<file path="src/rtl/score_display_bcd.sv">
// Scoreboard display engine: captures binary scores, converts them to BCD one channel
// at a time with a shift-add-3 sequencer, and drives registered active-low segment patterns.
module score_display_bcd #(
    parameter int SCORE_W  = 10,
    parameter int DIGITS   = 3,
    parameter int CHANNELS = 2
) (
    input  logic                           clk,
    input  logic                           reset,
    input  logic [CHANNELS*SCORE_W-1:0]    score,
    input  logic                           update,
    input  logic                           blank_en,
    output logic [CHANNELS*DIGITS*7-1:0]   seg,
    output logic [CHANNELS-1:0]            ovf,
    output logic                           busy,
    output logic                           done
);
    // state | meaning
    // IDLE  | waiting for update or a merged pending request
    // SHIFT | one double-dabble step per cycle, SCORE_W steps per channel
    // WRITE | convert current channel's BCD to segments, then next channel
    // DONE  | one-cycle completion pulse
    localparam logic [1:0] IDLE  = 2'd0;
    localparam logic [1:0] SHIFT = 2'd1;
    localparam logic [1:0] WRITE = 2'd2;
    localparam logic [1:0] DONE  = 2'd3;

    function automatic int dec_digits(input int w);
        longint unsigned v;
        int n;
        v = (64'd1 << w) - 64'd1;
        n = 0;
        while (v != 0) begin
            n++;
            v = v / 10;
        end
        return (n == 0) ? 1 : n;
    endfunction

    function automatic longint unsigned pow10(input int n);
        longint unsigned p;
        p = 1;
        for (int i = 0; i < n; i++) p = p * 10;
        return p;
    endfunction

    function automatic logic [6:0] seg_code(input logic [3:0] v);
        case (v)
            4'd0:    seg_code = 7'b1000000;
            4'd1:    seg_code = 7'b1111001;
            4'd2:    seg_code = 7'b0100100;
            4'd3:    seg_code = 7'b0110000;
            4'd4:    seg_code = 7'b0011001;
            4'd5:    seg_code = 7'b0010010;
            4'd6:    seg_code = 7'b0000010;
            4'd7:    seg_code = 7'b1111000;
            4'd8:    seg_code = 7'b0000000;
            4'd9:    seg_code = 7'b0010000;
            default: seg_code = 7'b0111111;
        endcase
    endfunction

    // BCD accumulator wide enough for any SCORE_W value and for every displayed digit
    localparam int BIN_DIG = dec_digits(SCORE_W);
    localparam int NB      = (BIN_DIG > DIGITS) ? BIN_DIG : DIGITS;
    localparam int BCD_W   = NB * 4;
    localparam int CNT_W   = $clog2(SCORE_W + 1);
    localparam int CH_W    = (CHANNELS > 1) ? $clog2(CHANNELS) : 1;
    localparam longint unsigned LIMIT = pow10(DIGITS);
    localparam logic [6:0] SEG_BLANK = 7'b1111111;
    localparam logic [6:0] SEG_DASH  = 7'b0111111;

    logic [1:0]         state;
    logic [CH_W-1:0]    ch;
    logic [CH_W-1:0]    ch_nxt;
    logic [CNT_W-1:0]   cnt;
    logic               pending;
    logic [SCORE_W-1:0] sh_score [CHANNELS];
    logic               sh_blank;
    logic [SCORE_W-1:0] bin;
    logic [BCD_W-1:0]   bcd;
    logic [BCD_W-1:0]   bcd_adj;
    logic [DIGITS-1:0]  blank_d;
    logic               lead;
    logic               ovf_now;

    always_comb begin
        bcd_adj = bcd;
        for (int i = 0; i < NB; i++) begin
            if (bcd[i*4 +: 4] >= 4'd5) bcd_adj[i*4 +: 4] = bcd[i*4 +: 4] + 4'd3;
        end
    end

    // A digit blanks only when it and every digit to its left are zero
    always_comb begin
        lead    = sh_blank;
        blank_d = '0;
        for (int d = DIGITS - 1; d >= 0; d--) begin
            lead       = lead && (bcd[d*4 +: 4] == 4'd0);
            blank_d[d] = lead && (d != 0);
        end
    end

    assign ch_nxt  = ch + CH_W'(1);
    assign ovf_now = (64'(sh_score[ch]) >= LIMIT);
    assign busy    = (state != IDLE);
    assign done    = (state == DONE);

    always_ff @(posedge clk) begin
        if (reset) begin
            state    <= IDLE;
            ch       <= '0;
            cnt      <= '0;
            pending  <= 1'b0;
            sh_blank <= 1'b0;
            bin      <= '0;
            bcd      <= '0;
            seg      <= '1;
            ovf      <= '0;
            for (int c = 0; c < CHANNELS; c++) sh_score[c] <= '0;
        end else begin
            if (state != IDLE && update) pending <= 1'b1;
            case (state)
                IDLE: begin
                    if (update || pending) begin
                        for (int c = 0; c < CHANNELS; c++)
                            sh_score[c] <= score[c*SCORE_W +: SCORE_W];
                        sh_blank <= blank_en;
                        ch       <= '0;
                        bin      <= score[0 +: SCORE_W];
                        bcd      <= '0;
                        cnt      <= '0;
                        pending  <= 1'b0;
                        state    <= SHIFT;
                    end
                end
                SHIFT: begin
                    bcd <= (bcd_adj << 1) | BCD_W'(bin[SCORE_W-1]);
                    bin <= bin << 1;
                    cnt <= cnt + CNT_W'(1);
                    if (cnt == CNT_W'(SCORE_W - 1)) state <= WRITE;
                end
                WRITE: begin
                    ovf[ch] <= ovf_now;
                    for (int d = 0; d < DIGITS; d++) begin
                        if (ovf_now)
                            seg[(int'(ch)*DIGITS + d)*7 +: 7] <= SEG_DASH;
                        else if (blank_d[d])
                            seg[(int'(ch)*DIGITS + d)*7 +: 7] <= SEG_BLANK;
                        else
                            seg[(int'(ch)*DIGITS + d)*7 +: 7] <= seg_code(bcd[d*4 +: 4]);
                    end
                    if (ch == CH_W'(CHANNELS - 1)) begin
                        state <= DONE;
                    end else begin
                        ch    <= ch_nxt;
                        bin   <= sh_score[ch_nxt];
                        bcd   <= '0;
                        cnt   <= '0;
                        state <= SHIFT;
                    end
                end
                default: state <= IDLE;
            endcase
        end
    end
endmodule

</file>
<file path="config.mk">
export PLATFORM = sky130hd
export DESIGN_NAME = score_display_bcd
export DESIGN_NICKNAME = d
export VERILOG_FILES = /design/src/rtl/score_display_bcd.sv
export SDC_FILE = /design/constraint.sdc
export NUM_CORES = 1
export LEC_CHECK = 0
export ABC_AREA = 0
export BUFFER_PORTS_ARGS = -buffer_cell sky130_fd_sc_hd__buf_4
export CAP_MARGIN = 10
export CORE_MARGIN = 3
export CORE_UTILIZATION = 35
export DETAILED_ROUTE_END_ITERATION = 8
export GPL_TIMING_DRIVEN = 0
export PLACE_DENSITY = 0.64
export SETUP_SLACK_MARGIN = 0.1
export SYNTH_ARGS = -nofsm -noshare
export SYNTH_HDL_FRONTEND = slang
export SYNTH_SLANG_ARGS = --single-unit
</file>
<file path="constraint.sdc">
create_clock -name clk -period 2.54 [get_ports clk]
set_input_delay 0 -clock clk [delete_from_list [all_inputs] [get_ports clk]]
set_output_delay 0 -clock clk [all_outputs]
set_load 0.01 [all_outputs]
</file>
==> reports/qor.csv <==
metric;value;unit
grt_util_met2;30.32;%
fmax;420.8;MHz
start_util;36.39;%
grt_pass1_vias;5055;
ys_top_cells_by_area;dfxtp_1 35%, edfxtp_1 11%, ha_1 6.7%;
hpwl;10.81;mm
coreArea;15430;µm²
period_share;93.57;%
crit_required;2840;ps
synth_top_area_cell;dfxtp_1;
final_cell_mix;95 x buf_4, 95 x dfxtp_1, 66 x nand2_1;
slowest_delay;380;ps
cp-end-kind;flip-flop;
via_count;4994;
num_rows;45;
grtUsageMet1;20.78;%
synth_nets;659;
ios;70;
overflow;0;
hold_path_class;input pin to flip-flop;
ys_seq_area_share;45.29;%
wl_per_cell;15.76;µm
die_y;132.7;µm
synth_edf_count;20;
finalSetupViolations;0;
rsz0062_at_grt;yes;
tightest_slew;898.1;ps
path_clk_slew;60;ps
total_leakage_power;3.198;nW
numCtsBuffers;17;
place_ws;-421.3;ps
gr-usage-met3;4.753;%
power_density;891.8;nW/µm²
cap_violations;0;
ys.flop_type;dfxtp_1;
syn_avg_cell_area;9.280;µm²
nNetsFinal;794;
synth.top_cell.area_share;34.59;%
critPathLaunchType;flip-flop;
drive_gt1_share;25.10;%
grt_max_degree;21;
crit_chain;inv_6 > ha_4 > buf_6 > a21o_4 > nor2_4 > buf_4 > o32a_1 > buf_4 > ha_1 > nor3_1 > a211o_1;
ant_nets;0;
cts_tree;built;
status;finished clean;
gp_congestion;0.9306;
maxSlewHeadroom;40.13;%
synth_warnings;0;
htreeDepth;4;
wirelength;15.20;mm
antenna_found_initial;0;
top_usage_layer;met2;
crit_arrival;2680;ps
cp_common_cell;buf_4;
portBuffers;69;
crit_fanout;10;
antennaDiodeCount;0;
async_reset_ff_share;0;%
ys_seq_elements;117;
chipWidth;132.7;µm
clock_latency;420;ps
track_usage;17.60;%
synth.distinct_cells;67;
via_per_inst;5.180;
total_power;6.752;mW
clock-sinks;117;
setup_ws;163.4;ps
maxSlewViolCount;0;
critPathSlowestCell;dfxtp_4;
crit_type;flip-flop to flip-flop;
die_area;17600;µm²
ir_drop;0.0005862;V
final-hold-violation-count;0;
fin_skew;5.141;ps
drt_iter0_markers;334;
syn2layout_area_growth;34.86;%
grt_pass1_wl;24.81;mm
final_core_util;49.08;%
clk_path_buf_depth;2;
synth_cells;605;
syn-cell-area;5614;µm²
whs;101.1;ps
cts_root_buffer;clkbuf_16;
drc;0;
period_needed;2377;ps
firstDrtPassIters;5;
==> logic make-up (layout without fill, tap and decap cells) <==
group / Yosys count / after routing / synth area share, %
adders and majority gates: 30 / 30 / 6.686
muxes: 15 / 15 / 2.875
AOI/OAI and AO/OA: 166 / 166 / 21.44
DFF: 117 / 117 / 45.29
and+or+nand+nor: 209 / 209 / 18.50
buffers and inverters: 65 / 213 / 4.747
xor gates and xnor gates: 3 / 3 / 0.4681
==> routing by layer <==
metal	wire length [µm]	vias up
li1	-	2450
met1	6610	2343
met2	7438	172
met3	764	29
met4	382	0
met5	0	-
==> synth_stat cells (4+ instances only) <==
cell,instances
nor2b_1,6
and2_1,24
o22ai_1,5
dfxtp_1,97
inv_1,25
nor3_1,17
nand3b_1,4
nand2b_1,5
a211oi_1,12
a22oi_1,13
o21ai_0,12
mux2_2,9
edfxtp_1,20
buf_2,6
o32ai_1,6
nand3_1,6
a21oi_1,38
nand2_1,67
mux2i_1,6
ha_1,30
o211ai_1,42
nor2_1,55
clkbuf_1,28
==> through the flow <==
step / TNS, ps / instance area, µm² / cells
after floorplan: 0 / 5625 / 605
after global placement: -5187 / 6407 / 885
after detailed placement: -5977 / 6407 / 885
after CTS: 0 / 7452 / 953
after global routing: 0 / 7571 / 964
final: 0 / 7571 / 964
==> power breakdown <==
group / switching, mW / internal, mW
Combinational: 1.12 / 0.826
Sequential: 0.174 / 2.20
Clock: 0.889 / 1.54
==> final cells by class <==
class / instances / area [µm²]
Inverter: 27 / 108.9
Clock buffer: 19 / 464.2
Multi-Input combinational cell: 423 / 2943
Fill cell: 1460 / 7856
Buffer: 38 / 168.9
Timing Repair Buffer: 116 / 925.9
Clock inverter: 13 / 146.4
Sequential cell: 117 / 2550
Tap cell: 211 / 264.0
==> repair_timing <==
action / CTS / global route
pin swaps: 6 / 10
hold buffers: 22 / 0
gates resized for setup: 27 / 13
hold endpoints to repair: 22 / 0
setup buffers: 14 / 11
setup endpoints to repair: 21 / 14
==> worst max-delay path, delay by kind of cell, from the launching register on <==
| family | cells | cell delay, ps |
|---|---|---|
| AO/OA/AOI/OAI | 3 | 770 |
| adder cells (fa/ha/maj) | 2 | 320 |
| buffers and inverters | 4 | 510 |
| flip-flops | 1 | 380 |
| AND/OR/NAND/NOR | 2 | 260 |
==> path summary, 6_finish.rpt <==
| path | start | slack (ps) | cells after the start | to |
|---|---|---|---|---|
| worst max register to register | state[0] | 160 | 11 | flip-flop |
| worst min register to register | flip-flop | 480 | 2 | flip-flop |
| worst max-delay path | state[0] | 160 | 11 | flip-flop |
| worst min-delay path | reset | 100 | 3 | flip-flop |
No activity file was read; power rests on OpenSTA's default activity.
